File: src/rtl/unary_add_sched_pkg.sv
`default_nettype none
// +------------------------------------------------------------------------+
// | Package   : unary_add_pkg                                              |
// | Purpose   : Shared types and constants for the unary-adder scheduler:  |
// |             FSM state encoding, phase lengths, operand/sum widths and  |
// |             the unary pulse helper.                                    |
// | Ports     : none (package)                                             |
// | Revision  : 1.0 - initial release                                      |
// +------------------------------------------------------------------------+
package unary_add_pkg;

  typedef enum logic [1:0] {
    IDLE  = 2'd0,
    READ  = 2'd1,
    WRITE = 2'd2,
    DONE  = 2'd3
  } state_e;

  // READ streams one unary slot per cycle for operands up to 3.
  localparam int READ_CYC  = 3;
  // WRITE drains up to 3 counts plus one spare cycle so the adder ends at 0.
  localparam int DRAIN_CYC = 4;
  // Operand width; also the width of the adder's internal count.
  localparam int OPW       = 2;
  localparam int SUMW      = 3;
  // Phase counter width, wide enough for the longest phase.
  localparam int PHW       = 3;

  // Unary encoding: slot k of an operand is high while k < operand.
  function automatic logic pulse_on(input logic [PHW-1:0] phase,
                                    input logic [OPW-1:0] op);
    return phase < PHW'(op);
  endfunction

endpackage
`default_nettype wire

File: src/rtl/unary_add_sched_if.sv
`default_nettype none
// +------------------------------------------------------------------------+
// | Interface : unary_add_sched_if                                         |
// | Purpose   : Bundles the request fabric (req/operands/grant/response)   |
// |             and the shared unary adder bus for the scheduler.          |
// | Modports  : slave  - the scheduler (drives gnt, resp_*, add_A/B/en/rw) |
// |             master - the environment (requesters and the adder)        |
// | Revision  : 1.0 - initial release                                      |
// +------------------------------------------------------------------------+
interface unary_add_sched_if #(
  parameter int NREQ = 4
);
  import unary_add_pkg::*;

  localparam int IDW = $clog2(NREQ);

  // Request fabric
  logic [NREQ-1:0]     req;
  logic [OPW*NREQ-1:0] req_a;
  logic [OPW*NREQ-1:0] req_b;
  logic [NREQ-1:0]     gnt;
  logic                busy;
  logic                resp_valid;
  logic [IDW-1:0]      resp_id;
  logic [SUMW-1:0]     resp_sum;

  // Shared adder bus
  logic add_A;
  logic add_B;
  logic add_en;
  logic add_rw;
  logic add_dout;
  logic add_C;

  modport slave (
    input  req, req_a, req_b, add_dout, add_C,
    output gnt, busy, resp_valid, resp_id, resp_sum,
           add_A, add_B, add_en, add_rw
  );

  modport master (
    output req, req_a, req_b, add_dout, add_C,
    input  gnt, busy, resp_valid, resp_id, resp_sum,
           add_A, add_B, add_en, add_rw
  );

endinterface
`default_nettype wire

File: src/rtl/unary_add_sched_rr_arbiter.sv
`default_nettype none
// +------------------------------------------------------------------------+
// | Module    : rr_arbiter                                                 |
// | Purpose   : Combinational round-robin pick: first requester at or      |
// |             after ptr, wrapping modulo NREQ.                           |
// | Ports     : req [NREQ] in  - request levels                            |
// |             ptr [IDW]  in  - search start index (0..NREQ-1)            |
// |             gnt [NREQ] out - one-hot winner (all zero if no request)   |
// |             idx [IDW]  out - encoded winner (0 if no request)          |
// | Revision  : 1.0 - initial release                                      |
// +------------------------------------------------------------------------+
module rr_arbiter #(
  parameter int NREQ = 4
) (
  input  logic [NREQ-1:0]         req,
  input  logic [$clog2(NREQ)-1:0] ptr,
  output logic [NREQ-1:0]         gnt,
  output logic [$clog2(NREQ)-1:0] idx
);

  localparam int IDW = $clog2(NREQ);

  // One extra bit so ptr + offset cannot overflow before the wrap.
  logic [IDW:0]   sum_w;
  logic [IDW-1:0] cand;
  logic           found;

  always_comb begin
    gnt   = '0;
    idx   = '0;
    found = 1'b0;
    sum_w = '0;
    cand  = '0;
    for (int i = 0; i < NREQ; i++) begin
      sum_w = {1'b0, ptr} + (IDW+1)'(i);
      if (sum_w >= (IDW+1)'(NREQ)) begin
        sum_w = sum_w - (IDW+1)'(NREQ);
      end
      cand = sum_w[IDW-1:0];
      if (!found && req[cand]) begin
        found     = 1'b1;
        gnt[cand] = 1'b1;
        idx       = cand;
      end
    end
  end

endmodule
`default_nettype wire

File: src/rtl/unary_add_sched.sv
`default_nettype none
// +------------------------------------------------------------------------+
// | Module    : unary_add_sched                                            |
// | Purpose   : Round-robin scheduler sharing one 2-bit unary adder among  |
// |             NREQ requesters. Streams operands as unary pulses (READ),  |
// |             drains the adder (WRITE), rebuilds a 3-bit sum from the    |
// |             dout pulse count and sticky carry, and answers (DONE).     |
// | Ports     : clk   in - clock                                           |
// |             rst_n in - asynchronous active-low reset (shared w/ adder) |
// |             bus   slave modport of unary_add_sched_if:                 |
// |               req/req_a/req_b in, gnt (combinational) out,             |
// |               busy/resp_valid/resp_id/resp_sum out (registered),       |
// |               add_A/add_B/add_en/add_rw out (registered),              |
// |               add_dout/add_C in                                        |
// | Revision  : 1.0 - initial release                                      |
// +------------------------------------------------------------------------+
module unary_add_sched
  import unary_add_pkg::*;
#(
  parameter int NREQ = 4
) (
  input  logic             clk,
  input  logic             rst_n,
  unary_add_sched_if.slave bus
);

  localparam int IDW = $clog2(NREQ);

  state_e          state_q, state_d;
  logic [PHW-1:0]  phase_q, phase_d;
  logic [OPW-1:0]  op_a_q, op_a_d;
  logic [OPW-1:0]  op_b_q, op_b_d;
  logic [IDW-1:0]  id_q, id_d;
  logic [IDW-1:0]  rr_ptr_q, rr_ptr_d;
  logic            ovf_q, ovf_d;
  logic [OPW-1:0]  ones_q, ones_d;

  logic            busy_q, busy_d;
  logic            resp_valid_q, resp_valid_d;
  logic [IDW-1:0]  resp_id_q, resp_id_d;
  logic [SUMW-1:0] resp_sum_q, resp_sum_d;
  logic            add_a_q, add_a_d;
  logic            add_b_q, add_b_d;
  logic            add_en_q, add_en_d;
  logic            add_rw_q, add_rw_d;

  logic [NREQ-1:0] arb_gnt;
  logic [IDW-1:0]  arb_idx;

  rr_arbiter #(
    .NREQ (NREQ)
  ) u_arb (
    .req (bus.req),
    .ptr (rr_ptr_q),
    .gnt (arb_gnt),
    .idx (arb_idx)
  );

  // Grant is the only combinational output; it can only fire while idle.
  assign bus.gnt        = (state_q == IDLE) ? arb_gnt : '0;
  assign bus.busy       = busy_q;
  assign bus.resp_valid = resp_valid_q;
  assign bus.resp_id    = resp_id_q;
  assign bus.resp_sum   = resp_sum_q;
  assign bus.add_A      = add_a_q;
  assign bus.add_B      = add_b_q;
  assign bus.add_en     = add_en_q;
  assign bus.add_rw     = add_rw_q;

  // FSM next state, phase counter, operand latches and accumulators.
  always_comb begin
    state_d  = state_q;
    phase_d  = phase_q;
    op_a_d   = op_a_q;
    op_b_d   = op_b_q;
    id_d     = id_q;
    rr_ptr_d = rr_ptr_q;
    ovf_d    = ovf_q;
    ones_d   = ones_q;

    unique case (state_q)
      IDLE: begin
        if (|bus.req) begin
          op_a_d   = bus.req_a[OPW*arb_idx +: OPW];
          op_b_d   = bus.req_b[OPW*arb_idx +: OPW];
          id_d     = arb_idx;
          rr_ptr_d = (arb_idx == IDW'(NREQ-1)) ? '0 : arb_idx + IDW'(1);
          ovf_d    = 1'b0;
          ones_d   = '0;
          phase_d  = '0;
          state_d  = READ;
        end
      end

      READ: begin
        // add_C is registered in the adder, so the carry caused by slot k
        // is visible one cycle later: sample it in READ 1, READ 2, WRITE 0.
        if (phase_q != '0) begin
          ovf_d = ovf_q | bus.add_C;
        end
        if (phase_q == PHW'(READ_CYC-1)) begin
          phase_d = '0;
          state_d = WRITE;
        end else begin
          phase_d = phase_q + PHW'(1);
        end
      end

      WRITE: begin
        // dout likewise lags the drain request by one cycle.
        if (phase_q == '0) begin
          ovf_d = ovf_q | bus.add_C;
        end else begin
          ones_d = ones_q + OPW'(bus.add_dout);
        end
        if (phase_q == PHW'(DRAIN_CYC-1)) begin
          phase_d = '0;
          state_d = DONE;
        end else begin
          phase_d = phase_q + PHW'(1);
        end
      end

      DONE: begin
        // Response the fourth drain slot: the count is already empty, so
        // this sample is always 0 and the captured sum is not affected.
        ones_d  = ones_q + OPW'(bus.add_dout);
        state_d = IDLE;
      end
    endcase
  end

  // Registered outputs, computed from the next state so they line up with
  // the state they belong to.
  always_comb begin
    busy_d       = (state_d != IDLE);
    add_en_d     = (state_d == READ) || (state_d == WRITE);
    add_rw_d     = (state_d == WRITE);
    add_a_d      = (state_d == READ) && pulse_on(phase_d, op_a_d);
    add_b_d      = (state_d == READ) && pulse_on(phase_d, op_b_d);
    resp_valid_d = (state_d == DONE);
    resp_id_d    = resp_id_q;
    resp_sum_d   = resp_sum_q;
    if (state_d == DONE) begin
      // Capture on entry to DONE, including the WRITE 3 dout sample.
      resp_id_d  = id_q;
      resp_sum_d = {ovf_d, ones_d};
    end
  end

  always_ff @(posedge clk or negedge rst_n) begin
    if (!rst_n) begin
      state_q      <= IDLE;
      phase_q      <= '0;
      op_a_q       <= '0;
      op_b_q       <= '0;
      id_q         <= '0;
      rr_ptr_q     <= '0;
      ovf_q        <= 1'b0;
      ones_q       <= '0;
      busy_q       <= 1'b0;
      resp_valid_q <= 1'b0;
      resp_id_q    <= '0;
      resp_sum_q   <= '0;
      add_a_q      <= 1'b0;
      add_b_q      <= 1'b0;
      add_en_q     <= 1'b0;
      add_rw_q     <= 1'b0;
    end else begin
      state_q      <= state_d;
      phase_q      <= phase_d;
      op_a_q       <= op_a_d;
      op_b_q       <= op_b_d;
      id_q         <= id_d;
      rr_ptr_q     <= rr_ptr_d;
      ovf_q        <= ovf_d;
      ones_q       <= ones_d;
      busy_q       <= busy_d;
      resp_valid_q <= resp_valid_d;
      resp_id_q    <= resp_id_d;
      resp_sum_q   <= resp_sum_d;
      add_a_q      <= add_a_d;
      add_b_q      <= add_b_d;
      add_en_q     <= add_en_d;
      add_rw_q     <= add_rw_d;
    end
  end

endmodule
`default_nettype wire
File: src/flat_wrapper.sv
// flat-port wrapper written by rule: the top's interface ports become plain ports
module unary_add_sched_flat import unary_add_pkg::*;
#(
  parameter int NREQ = 4
)
  (clk, rst_n, bus_req, bus_req_a, bus_req_b, bus_add_dout, bus_add_C, bus_gnt, bus_busy, bus_resp_valid, bus_resp_id, bus_resp_sum, bus_add_A, bus_add_B, bus_add_en, bus_add_rw);
  unary_add_sched_if #(.NREQ(NREQ)) bus_i ();
  input  logic clk;
  input  logic rst_n;
  input wire logic [$bits(bus_i.req)-1:0] bus_req;
  input wire logic [$bits(bus_i.req_a)-1:0] bus_req_a;
  input wire logic [$bits(bus_i.req_b)-1:0] bus_req_b;
  input wire logic [$bits(bus_i.add_dout)-1:0] bus_add_dout;
  input wire logic [$bits(bus_i.add_C)-1:0] bus_add_C;
  output wire logic [$bits(bus_i.gnt)-1:0] bus_gnt;
  output wire logic [$bits(bus_i.busy)-1:0] bus_busy;
  output wire logic [$bits(bus_i.resp_valid)-1:0] bus_resp_valid;
  output wire logic [$bits(bus_i.resp_id)-1:0] bus_resp_id;
  output wire logic [$bits(bus_i.resp_sum)-1:0] bus_resp_sum;
  output wire logic [$bits(bus_i.add_A)-1:0] bus_add_A;
  output wire logic [$bits(bus_i.add_B)-1:0] bus_add_B;
  output wire logic [$bits(bus_i.add_en)-1:0] bus_add_en;
  output wire logic [$bits(bus_i.add_rw)-1:0] bus_add_rw;
  assign bus_i.req = bus_req;
  assign bus_i.req_a = bus_req_a;
  assign bus_i.req_b = bus_req_b;
  assign bus_i.add_dout = bus_add_dout;
  assign bus_i.add_C = bus_add_C;
  assign bus_gnt = bus_i.gnt;
  assign bus_busy = bus_i.busy;
  assign bus_resp_valid = bus_i.resp_valid;
  assign bus_resp_id = bus_i.resp_id;
  assign bus_resp_sum = bus_i.resp_sum;
  assign bus_add_A = bus_i.add_A;
  assign bus_add_B = bus_i.add_B;
  assign bus_add_en = bus_i.add_en;
  assign bus_add_rw = bus_i.add_rw;
  unary_add_sched #(.NREQ(NREQ)) u_core (.clk(clk), .rst_n(rst_n), .bus(bus_i));
endmodule
File: config.mk
export PLATFORM = sky130hd
export DESIGN_NAME = unary_add_sched_flat
export DESIGN_NICKNAME = d
export VERILOG_FILES = /design/src/rtl/unary_add_sched_pkg.sv /design/src/rtl/unary_add_sched_if.sv /design/src/rtl/unary_add_sched_rr_arbiter.sv /design/src/rtl/unary_add_sched.sv /design/src/flat_wrapper.sv
export SDC_FILE = /design/constraint.sdc
export NUM_CORES = 1
export LEC_CHECK = 0
export ABC_AREA = 1
export BUFFER_PORTS_ARGS = -buffer_cell sky130_fd_sc_hd__buf_4
export CORE_MARGIN = 2
export CORE_UTILIZATION = 40
export DETAILED_ROUTE_END_ITERATION = 8
export SYNTH_ARGS = -nofsm -noshare
export SYNTH_HDL_FRONTEND = slang
export SYNTH_HIERARCHICAL = 1
export SYNTH_SLANG_ARGS = --single-unit
File: constraint.sdc
create_clock -name clk -period 5.26 [get_ports clk]
set_input_delay 0.789 -clock clk [delete_from_list [all_inputs] [get_ports clk]]
set_output_delay 0.789 -clock clk [all_outputs]
set_load 0.01 [all_outputs]
* Word level (Yosys, flattened, before mapping)
Index checks and enable logic that the tools add are counted.
** Storage, ports and cells
- Bits in registers :: 27
- Input bits :: 24
- Output and inout bits :: 15
- Logic and storage cells :: 126
** Cells by class
- Add/sub/neg operators :: 10
- Order comparisons :: 14
- Equal/unequal tests :: 9
- Shifts and indexed selects :: 2
- Mux-type cells :: 52
- Bitwise logic cells :: 4
- Reductions and logical operators :: 19
** Operators by type and width (number)
- $mux 2 :: 18
- $mux 4 :: 5
- $shiftx 8x4->2 :: 2
- $mux 1 :: 14
- $lt 2x3->1 const B :: 4
- $or 4x4->4 :: 3
- $eq 2x2->1 const B :: 5
- $ge 3x3->1 const B :: 3
- $logic_and 1x1->1 :: 9
- $mux 3 :: 3
- $pmux 3 s3 :: 1
- $bmux 1 s2 :: 4
- $demux 1 s2 :: 4
- $ge 2x1->1 const B :: 4
- $pmux 2 s4 :: 1
- $sub 2x1->2 const B :: 4
- $add 2x2->3 const B :: 2
- $eq 3x2->1 const B :: 2
- $lt 3x2->1 :: 2
- $pmux 2 s3 :: 1
- $eq 2x1->1 const B :: 2
- $reduce_or 4->1 :: 1
- $add 2x1->3 const B :: 1
- $add 3x1->3 const B :: 1
- 12 further kinds :: 14

* Depth between registers and ports, before layout
Gate-level depths: netlist of the first run.
- Depth after elaboration :: 19
- Mapped depth :: 21
- Mapped depth without buffers :: 19

* Hierarchy
The synthesis of the first run kept the hierarchy.
** Modules (own cells, without submodules)
- unary_add_sched :: times used 1, cells an instance 189, area each 1549.0 µm², seq. area each 675.6 µm²
- rr_arbiter :: times used 1, cells an instance 73, area each 439.2 µm², seq. area each 0.0 µm²

* Worst setup path before layout of the first run
No wires, ideal clock.
- Path type :: reg2reg
- Start :: register u_core.rr_ptr_q[0]
- End :: register u_core.add_a_q (netlist: u_core/bus.add_A)
- Library setup time :: 0.077 ns
- Arrival :: 2.618 ns
- Data required time :: 5.183 ns
- Path slack :: 2.564 ns
- Stages on the path, launching flop included :: 22
- Path buffers :: 2
- Period minus slack after synthesis :: 2.696 ns
- Cell sequence :: dfrtp_1 > inv_2 > ha_1 > inv_1 > nand2_1 > nand2_2 > nor2_4 > buf_6 > nand3_1 > nand3_1 > buf_2 > nor2_1 > nor2_1 > o21ai_0 > o21ai_0 > nor2_1 > nor2_2 > inv_2 > ha_1 > nor2_1 > nand3_1 > a21oi_1
** Between the ends
- Cells in the longest elaborated chain, start to end :: 19
- Elaborated cells on any way between the ends :: 41
- Those cells by class :: add/sub (7); order compare (5); shift (1); mux (21); reduce/logical (7)
** Ends and longest elaborated chain
- start: declaration :: RTL line unary_add_sched.sv:34 : logic [IDW-1:0] rr_ptr_q, rr_ptr_d;
- start signal: assignment :: RTL line unary_add_sched.sv:175 : rr_ptr_q <= rr_ptr_d;
- branches (longest 13 deep; another with $add 2x1->3)
- $mux 2 (*) :: RTL line unary_add_sched_rr_arbiter.sv:40 : if (!found && req[cand]) begin
- named net u_core.arb_idx[0] :: RTL line unary_add_sched.sv:48 : logic [IDW-1:0] arb_idx;
- $shiftx 8x4->2 (*) :: RTL line unary_add_sched.sv:84 : op_a_d = bus.req_a[OPW*arb_idx +: OPW];
- $mux 2 (*) :: RTL line unary_add_sched.sv:83 : if (|bus.req) begin
- $mux 2 (*) :: RTL line unary_add_sched.sv:81 : unique case (state_q)
- named net u_core.op_a_d[1] :: RTL line unary_add_sched.sv:31 : logic [OPW-1:0] op_a_q, op_a_d;
- $lt 3x2->1 (*) :: RTL line unary_add_sched_pkg.sv:32 : return phase < PHW'(op);
- $logic_and 1x1->1 (*) :: RTL line unary_add_sched.sv:139 : add_a_d = (state_d == READ) && pulse_on(phase_d, op_a_d);
- named net u_core.add_a_d :: RTL line unary_add_sched.sv:42 : logic add_a_q, add_a_d;
- end signal: assignment :: RTL line unary_add_sched.sv:165 : add_a_q <= 1'b0;
- end signal: assignment :: RTL line unary_add_sched.sv:182 : add_a_q <= add_a_d;
- end: declaration :: RTL line unary_add_sched.sv:42
Mark *: on every way through the listed nets, which the timed path passes. The select of a mux whose other input is x is not followed.
A chain may end at the register's enable or synchronous reset.

* Worst setup path after layout of the first run
Ends and elaborated chain as after synthesis.

==> results of run 1 <==
[flip-flops by register name (all words and copies together), names as in the netlist, 2 cells and up]
name and flops:
u_core/bus.resp_sum 3, u_core/op_a_q 2, u_core/bus.resp_id 2, u_core/phase_q 3, u_core/id_q 2, u_core/ones_q 2
u_core/state_q 2, u_core/rr_ptr_q 2, u_core/op_b_q 2
[worst register-to-register path: cells and delay by family, from the launching register on]
family                     cells  cell delay, ns
and+or+nand+nor                9            0.95
DFF                            1            0.54
AOI/OAI and AO/OA              3            0.41
adders and majority gates      2            0.57
buffers and inverters          4            0.60
[cells by family (layout without fill, tap and decap cells)]
kind of cell    after synthesis  after routing
compound gates               31             31
fa+ha+maj                    19             19
flops                        27             27
buf+inv                      48             87
simple gates                137            137
[metal layers]
metal  vias to the layer above  wire length [microns]  GRT usage
li1                        917                      -          -
met1                       760                   1950      0.220
met2                        44                   1800      0.259
met3                         2                    198     0.0257
met4                         0                     19     0.0317
met5                         -                      0          0
[worst max path at each step]
stage          cells after the start                           start                         end
5_1_grt                           18  u_core/rr_ptr_q[0]$_DFFE_PN0P_  u_core/bus.add_A$_DFF_PN0_
4_1_cts                           11  u_core/rr_ptr_q[0]$_DFFE_PN0P_                  bus_gnt[1]
3_5_place_dp                      18  u_core/rr_ptr_q[0]$_DFFE_PN0P_  u_core/bus.add_A$_DFF_PN0_
3_3_place_gp                      19                      bus_req[3]  u_core/bus.add_A$_DFF_PN0_
6_report                          18  u_core/rr_ptr_q[0]$_DFFE_PN0P_  u_core/bus.add_A$_DFF_PN0_
2_1_floorplan                     21  u_core/rr_ptr_q[0]$_DFFE_PN0P_  u_core/bus.add_A$_DFF_PN0_
[power by group]
part           switching [W]  internal, W
clock              0.0000609    0.0000542
sequential         0.0000726     0.000305
combinational       0.000668     0.000393
[through the flow]
stage	utilization	total power, W	cells
floorplan	-	0.00120	262
global placement	0.490	0.00144	364
detailed placement	0.490	0.00145	364
CTS	0.499	0.00157	368
global route	0.499	0.00175	368
finish	0.499	0.00155	368
[cell type report]
class	instances	area, sq um	area share
clock buffer	4	45.0	0.0190
inverter	45	169	0.0711
multi-input combinational	187	1120	0.470
sequential	27	676	0.285
tap	67	83.8	0.0353
timing repair buffer	38	285	0.120
[cells in the final DEF (no fill, tap or decap)]
cell type and count:
and2_1 2, nand3_1 28, and3_1 1, nand3_2 3
nand3_4 1, inv_2 9, a21oi_2 1, a21oi_1 10
or2_1 1, a21oi_4 1, nand2_4 1, clkbuf_1 1
clkbuf_8 3, buf_4 38, a21boi_0 4, o21bai_1 1
nand2_2 10, o21a_1 1, inv_1 36, dfrtp_1 27
o21ai_1 3, o211ai_1 1, ha_1 19, nor2_4 4
o21ai_0 6, a31oi_1 1, o22ai_1 1, nor2_2 4
nor2_1 16, nand2_1 58, o21ai_2 1, nand4_1 8
==> impl_metrics.csv, run 1 <==
group,metric,value,unit
outcome,status,"finished clean",
synthesis,synth-simple-area-share,0.344,
timing,fin_crit_sh,0.596,
final_layout,fin_nets,345,
floorplan,die_w,74.5,microns
setup_path,crit_slowest_cell,"dfrtp_1",
route,drt_wl_total,3.97,mm
synthesis,ys_warn_count,6,
route,drtIter0Drc,77,
floorplan,start_util,0.418,
global_routing,grt_pass1_vias,1604,
final_layout,fill_cells,503,
final_layout,drive_gt1_frac,0.252,
cts,cts_tree,"yes",
timing,hold_violations,0,
setup_path,crit_type,"flop to flop",
cts,cts_buffer_depth,2,
synthesis,synth_edf_count,0,
timing,tightest_slew,0.397,ns
synthesis,yosys_most_used_dff,"dfrtp_1",
timing,max_slew_margin,0.735,
global_routing,grt-ovfl-total,0,
setup_path,ff2ff_path_depth,18,
setup_path,cp_max_fo,10,
cts,cts_sinks,27,
synthesis,synth_largest_area_cell,"dfrtp_1",
cts,cts-root-buf,"clkbuf_8",
route,drc,0,
synthesis,ys_seq_area_frac,0.340,
setup_path,path_cells,"inv_2 -> ha_1 -> inv_1 -> nand3_1 -> nand2_1 -> nor2_2 -> a21oi_1 -> nand3_1 -> inv_2 -> nor2_1 -> o21ai_0 -> nor2_1 -> nor2_2 -> inv_2 -> ha_1 -> nor2_1 -> nand3_1 -> a21oi_1",
cts,tritoncts.num_buffers,3,
synthesis,synth_top_area_frac,0.340,
timing,hold_ws,0.414,ns
floorplan,core-area,4750,sq um
cts,post_cts_buffers,0,
final_layout,areaGrowthSynthToFinish,19.4,%
floorplan,die_area,5550,sq um
setup_path,start_kind,"flop",
synthesis,synth_top_family_by_area,"simple AND/OR/NAND/NOR gates",
timing,layout_setup_ws,2.12,ns
synthesis,syn_avg_cell_area,7.59,sq um
final_layout,diodes,0,
global_routing,grt_pass1_wl,7.00,mm
route,num_vias,1723,
pwr,power_density,655,nW/um^2
global_routing,track_usage,0.157,
timing,rsz0062_at_grt,"no",
floorplan,pin_count,39,
timing,setup_viol_count_final,0,
cts,htreeDepth,1,
timing,clock_skew,0.00211,ns
setup_path,rrSetupSlack,2.12,ns
setup_path,crit_buf_inv,4,
cts,cts_hold_buf,0,
pwr,max-vdd-ir-drop,0.000327,V
synthesis,synthTopCellsByArea,"dfrtp_1 (34%), ha_1 (12%), nand2_1 (11%), nand3_1 (7.0%), inv_1 (6.8%)",
global_routing,antenna_found_initial,0,
setup_path,endpoint_kind,"flop",
cts,clock_latency,0.27,ns
job,maxCapViolations,0,
placement,portBuffers,38,
synthesis,ys_types,31,
synthesis,synthXorXnorAreaFrac,0,
timing,final.setup.tns,0,ns
route,via_per_inst,4.68,
global_routing,grt_start_max_net_pins,28,
timing,fin_crit,3.14,ns
setup_path,slowest_delay,0.54,ns
synthesis,syn_nets,305,
synthesis,syn_area,1990,sq um
min_path,hp-class,"input port to asynchronous set/reset pin",
pwr,leakage,1.28,nW
cts,post_cts_resize_count,0,
placement,dpl_worst_slack,2.15,ns
route,wl_per_cell,10.8,microns
setup_path,timing.rr.end,"u_core/bus.add_A$_DFF_PN0_",
synthesis,ys_ff_latch,27,
setup_path,reg2reg_from,"u_core/rr_ptr_q[0]$_DFFE_PN0P_",
synthesis,ys_top_cells_by_count,"nand2_1 (58), inv_1 (36), nand3_1 (28)",
synthesis,yosysMostFrequentCell,"nand2_1",
floorplan,chipHeight,74.5,microns
cts,cts.reportedPaths.clkPinSlew,0.09,ns
synthesis,synth-compound-area-share,0.0975,
setup_path,cp.arrival,3.34,ns
setup_path,critPathTopFamily,"simple AND/OR/NAND/NOR gates",
timing,final-max-slew-violation-count,0,
timing,max_freq,0.319,GHz
route,dr.pass1.iters,4,
placement,hpwlAfterDp,3.11,mm
placement,placed_area,2330,sq um
synthesis,postSynthCellCount,262,
floorplan,placementRows,25,
route,ant_nets,0,
synthesis,synthAdderAreaFrac,0.120,
synthesis,synthMuxAreaShare,0,
placement,gp_congestion,0.802,
synthesis,synthArstFlopShare,1.00,
final_layout,fin_area,2370,sq um
setup_path,critPathRequiredTime,5.46,ns
(Power assumes the default switching activity.)
==> run 2: changes to the inputs <==
- clock period: 5.26 -> 3.3 ns (I/O delays scaled with it)
==> impl_metrics.csv, run 2 (synthesis results as in run 1) <==
group,metric,value,unit
setup_path,path_cells,"inv_2 -> ha_1 -> inv_1 -> nand3_1 -> nand2_1 -> nor2_2 -> a21oi_1 -> nand3_2 -> inv_2 -> nor2_1 -> o21ai_0 -> nor2_1 -> nor2_2 -> inv_2 -> ha_1 -> nor2_1 -> nand3_1 -> a21oi_1",
final_layout,layout_commonest_cell,"nand2_1",
timing,final-max-slew-violation-count,0,
cts,clock_latency,0.27,ns
final_layout,drive_gt1_frac,0.258,
route,drt_wl_total,4.10,mm
setup_path,rrSetupSlack,0.36,ns
pwr,leakage,1.29,nW
route,ant_nets,0,
route,drc,0,
outcome,status,"finished clean",
route,via_per_inst,4.72,
floorplan,die_w,74.5,microns
setup_path,cp_max_fo,10,
timing,max_slew_margin,0.765,
job,maxCapViolations,0,
timing,setup_viol_count_final,0,
setup_path,critPathRequiredTime,3.50,ns
setup_path,start_kind,"flop",
setup_path,endpoint_kind,"flop",
global_routing,grt-ovfl-total,0,
setup_path,critPathTopFamily,"simple AND/OR/NAND/NOR gates",
cts,cts_buffer_depth,2,
cts,tritoncts.num_buffers,3,
floorplan,placementRows,25,
route,drtIter0Drc,83,
route,dr.pass1.iters,4,
setup_path,cp.arrival,3.14,ns
timing,layout_setup_ws,0.358,ns
timing,rsz0062_at_grt,"no",
timing,fin_crit_sh,0.891,
setup_path,critPathLaunch,"u_core/rr_ptr_q[1]$_DFFE_PN0P_",
route,num_vias,1743,
placement,portBuffers,38,
global_routing,grt_start_max_net_pins,28,
floorplan,core-area,4750,sq um
setup_path,crit_slowest_cell,"dfrtp_1",
cts,htreeDepth,1,
cts,cts_tree,"yes",
min_path,hp-class,"input port to asynchronous set/reset pin",
placement,dpl_worst_slack,0.299,ns
placement,hpwlAfterDp,3.16,mm
placement,gp_congestion,0.849,
global_routing,track_usage,0.164,
route,wl_per_cell,11.1,microns
setup_path,reg2reg_from,"u_core/rr_ptr_q[1]$_DFFE_PN0P_",
final_layout,areaGrowthSynthToFinish,20.1,%
final_layout,diodes,0,
cts,post_cts_buffers,0,
setup_path,slowest_delay,0.52,ns
setup_path,crit_buf_inv,4,
global_routing,grt_pass1_vias,1566,
final_layout,fill_cells,510,
final_layout,layout_common_cells,"nand2_1 (58), buf_4 (39), inv_1 (36)",
timing,hold_violations,0,
timing,fin_crit,2.94,ns
pwr,power_density,1050,nW/um^2
setup_path,crit_type,"flop to flop",
placement,placed_area,2340,sq um
cts,cts_sinks,27,
cts,cts-root-buf,"clkbuf_8",
floorplan,start_util,0.418,
global_routing,antenna_found_initial,0,
timing,tightest_slew,0.351,ns
global_routing,grt_pass1_wl,7.13,mm
timing,clock_skew,0.00210,ns
final_layout,fin_nets,346,
pwr,max-vdd-ir-drop,0.000435,V
floorplan,die_area,5550,sq um
cts,cts.reportedPaths.clkPinSlew,0.09,ns
final_layout,fin_area,2390,sq um
floorplan,pin_count,39,
floorplan,chipHeight,74.5,microns
timing,final.setup.tns,0,ns
timing,max_freq,0.340,GHz
-- run 2: cell types whose count changed in the layout (fill, tap and decap cells not counted), sizes merged --
cell / change
buf: +1
-- run 2: area by class of cell --
| type | count | area [sq um] | share of cell area |
|---|---|---|---|
| sequential | 27 | 676 | 0.283 |
| multi-input combinational | 187 | 1120 | 0.470 |
| timing repair buffer | 39 | 293 | 0.123 |
| clock buffer | 4 | 45.0 | 0.0189 |
| inverter | 45 | 169 | 0.0708 |
| tap | 67 | 83.8 | 0.0351 |
-- run 2: final timing paths --
kind,to,cells after the start
max,u_core/bus.add_A$_DFF_PN0_,18
min,u_core/bus.resp_valid$_DFF_PN0_,1
max reg2reg,u_core/bus.add_A$_DFF_PN0_,18
min reg2reg,u_core/bus.resp_id[1]$_DFFE_PN0P_,2
max in group asynchronous,u_core/bus.resp_id[0]$_DFFE_PN0P_,1
min in group clk,u_core/ovf_q$_DFF_PN0_,3
-- run 2: layer usage --
| layer | vias up | GRT usage | wire length [microns] |
|---|---|---|---|
| met3 | 4 | 0.0339 | 145 |
| li1 | 924 | - | - |
| met5 | - | 0 | 0 |
| met2 | 31 | 0.265 | 1890 |
| met4 | 0 | 0.0298 | 27 |
| met1 | 784 | 0.229 | 2030 |
-- run 2: power by group --
| group | total [W] | switching [W] | internal (W) |
|---|---|---|---|
| Combinational | 0.00173 | 0.00109 | 0.000639 |
| Sequential | 0.000588 | 0.000100 | 0.000487 |
| Clock | 0.000183 | 0.0000967 | 0.0000864 |
-- run 2: repair_timing --
item                       4_1_cts  5_1_grt
setup endpoints to repair        0        1
gates resized for setup          0        1
hold buffers                     0        0
-- run 2: metrics by stage --
step	instances	hold WS (ns)	utilization	total power, W
after detailed placement	365	0.434	0.492	0.00232
after global routing	369	0.130	0.502	0.00283
after floorplan	262	0.199	-	0.00192
after global placement	365	0.429	0.492	0.00230
after CTS	369	0.127	0.501	0.00252
final	369	0.128	0.502	0.00250
==> run 3: changes to the inputs <==
- CORE_MARGIN: 2 -> unset
- REMOVE_ABC_BUFFERS: unset -> 1
==> impl_metrics.csv, run 3 (synthesis results as in run 1) <==
group,metric,value,unit
outcome,status,"finished clean",
route,num_vias,1728,
floorplan,chipHeight,72.5,microns
timing,max_slew_margin,0.775,
placement,gp_congestion,0.805,
final_layout,layout_commonest_cell,"nand2_1",
floorplan,start_util,0.418,
final_layout,fill_cells,478,
placement,portBuffers,38,
setup_path,rrSetupSlack,0.35,ns
cts,cts_buffer_depth,2,
timing,fin_crit,2.95,ns
timing,hold_violations,0,
timing,fin_crit_sh,0.892,
setup_path,crit_type,"flop to flop",
pwr,leakage,1.28,nW
timing,final.setup.tns,0,ns
setup_path,endpoint_kind,"flop",
setup_path,timing.rr.end,"u_core/bus.add_A$_DFF_PN0_",
global_routing,antenna_found_initial,0,
cts,htreeDepth,1,
placement,hpwlAfterDp,3.20,mm
floorplan,pin_count,39,
cts,tritoncts.num_buffers,3,
setup_path,cp.arrival,3.14,ns
floorplan,die_area,5260,sq um
global_routing,grt_start_max_net_pins,28,
setup_path,path_cells,"inv_2 -> ha_1 -> inv_1 -> nand3_1 -> nand2_1 -> nor2_2 -> a21oi_1 -> nand3_1 -> nor2_1 -> nor2_1 -> o21ai_0 -> o21ai_0 -> nor2_1 -> nor2_2 -> inv_2 -> ha_1 -> nor2_1 -> nand3_1 -> a21oi_1",
setup_path,crit_slowest_cell,"dfrtp_2",
cts,cts.reportedPaths.clkPinSlew,0.09,ns
setup_path,critPathRequiredTime,3.50,ns
timing,hold_ws,0.112,ns
setup_path,slowest_delay,0.48,ns
route,drtIter0Drc,151,
pwr,max-vdd-ir-drop,0.000455,V
timing,final-max-slew-violation-count,0,
cts,cts_hold_buf,0,
pwr,power_density,1060,nW/um^2
timing,max_freq,0.340,GHz
route,ant_nets,0,
global_routing,grt-ovfl-total,0,
global_routing,grt_pass1_wl,7.29,mm
global_routing,track_usage,0.175,
global_routing,grt_pass1_vias,1626,
cts,cts_tree,"yes",
timing,clock_skew,0.00682,ns
route,drt_wl_total,4.04,mm
setup_path,reg2reg_from,"u_core/rr_ptr_q[0]$_DFFE_PN0P_",
floorplan,core-area,4750,sq um
cts,clock_latency,0.28,ns
final_layout,fin_nets,346,
cts,cts-root-buf,"clkbuf_8",
floorplan,placementRows,25,
setup_path,ff2ff_path_depth,19,
final_layout,layout_common_cells,"nand2_1 (58), buf_4 (39), inv_1 (36)",
setup_path,crit_top_cell,"nor2_1",
timing,tightest_slew,0.338,ns
final_layout,diodes,0,
route,wl_per_cell,11.0,microns
route,drc,0,
route,via_per_inst,4.68,
timing,setup_viol_count_final,0,
route,dr.pass1.iters,4,
setup_path,start_kind,"flop",
floorplan,die_w,72.5,microns
job,maxCapViolations,0,
setup_path,cp_max_fo,10,
timing,rsz0062_at_grt,"no",
final_layout,drive_gt1_frac,0.265,
min_path,hp-class,"input port to asynchronous set/reset pin",
cts,cts_sinks,27,
final_layout,areaGrowthSynthToFinish,20.0,%
-- run 3: changes by cell type in the layout (fill, tap and decap cells not counted) --
| cell | previous run | this run |
|---|---|---|
| clkbuf_1 | 1 | 0 |
| nand3_2 | 4 | 3 |
| nand3_1 | 27 | 28 |
| clkinv_2 | 0 | 1 |
| dfrtp_1 | 27 | 25 |
| dfrtp_2 | 0 | 2 |
-- run 3: final cells by class --
class	count	area, sq um	area share
Clock inverter	1	5.00	0.00210
Sequential cell	27	678	0.284
Timing Repair Buffer	39	293	0.123
Tap cell	67	83.8	0.0351
Inverter	45	169	0.0708
Multi-Input combinational cell	187	1120	0.468
Clock buffer	3	41.3	0.0173
-- run 3: metal layers --
layer  global-route usage  part of all wire  up-vias  wire length (microns)
li1                     -                 -      919                      -
met1                0.252              0.51      773                   2050
met2                0.274              0.45       32                   1830
met3               0.0347             0.035        4                    141
met4               0.0327            0.0067        0                     27
met5                    0                 0        -                      0
-- run 3: through the flow --
stage | area [sq um] | utilization | setup WS [ns] | power [W] | std cells
final | 2390 | 0.502 | 0.355 | 0.00252 | 369
after global routing | 2390 | 0.502 | 0.0196 | 0.00282 | 369
after CTS | 2380 | 0.501 | 0.228 | 0.00254 | 369
after detailed placement | 2340 | 0.492 | 0.276 | 0.00234 | 365
after global placement | 2340 | 0.492 | 0.340 | 0.00233 | 365
after floorplan | 1960 | - | 0.611 | 0.00186 | 259
-- run 3: where the power goes --
group          switching [W]  leakage, nW  total (W)  internal, W
Sequential          0.000115        0.329   0.000605     0.000489
Combinational        0.00108        0.926    0.00173     0.000650
Clock               0.000103       0.0255   0.000187    0.0000847
Total                0.00130         1.28    0.00252      0.00122
-- run 3: worst max-delay path by stage --
| stage | endpoint | slack, ns | from | depth (start not counted) |
|---|---|---|---|---|
| after detailed placement | u_core/bus.add_A$_DFF_PN0_ | 0.28 | u_core/rr_ptr_q[0]$_DFFE_PN0P_ | 19 |
| after CTS | u_core/bus.add_A$_DFF_PN0_ | 0.23 | u_core/rr_ptr_q[0]$_DFFE_PN0P_ | 19 |
| after floorplan | u_core/bus.add_A$_DFF_PN0_ | 0.61 | u_core/rr_ptr_q[0]$_DFFE_PN0P_ | 18 |
| final | u_core/bus.add_A$_DFF_PN0_ | 0.35 | u_core/rr_ptr_q[0]$_DFFE_PN0P_ | 19 |
| after global routing | u_core/bus.add_A$_DFF_PN0_ | 0.02 | u_core/rr_ptr_q[0]$_DFFE_PN0P_ | 19 |
| after global placement | u_core/bus.add_A$_DFF_PN0_ | 0.34 | u_core/rr_ptr_q[0]$_DFFE_PN0P_ | 19 |
-- run 3: timing repair --
action / 4_1_cts / 5_1_grt
buffers inserted: 0 / 0
hold endpoints to repair: 0 / 0
gates resized for setup: 0 / 2
setup endpoints to repair: 0 / 2
-- run 3: worst max-delay path, delay by kind of cell, from the launching register on --
kind / cells / cell delay [ns]
compound gates: 4 / 0.40
simple gates: 10 / 1.14
flops: 1 / 0.48
fa+ha+maj: 2 / 0.55
buf+inv: 3 / 0.28
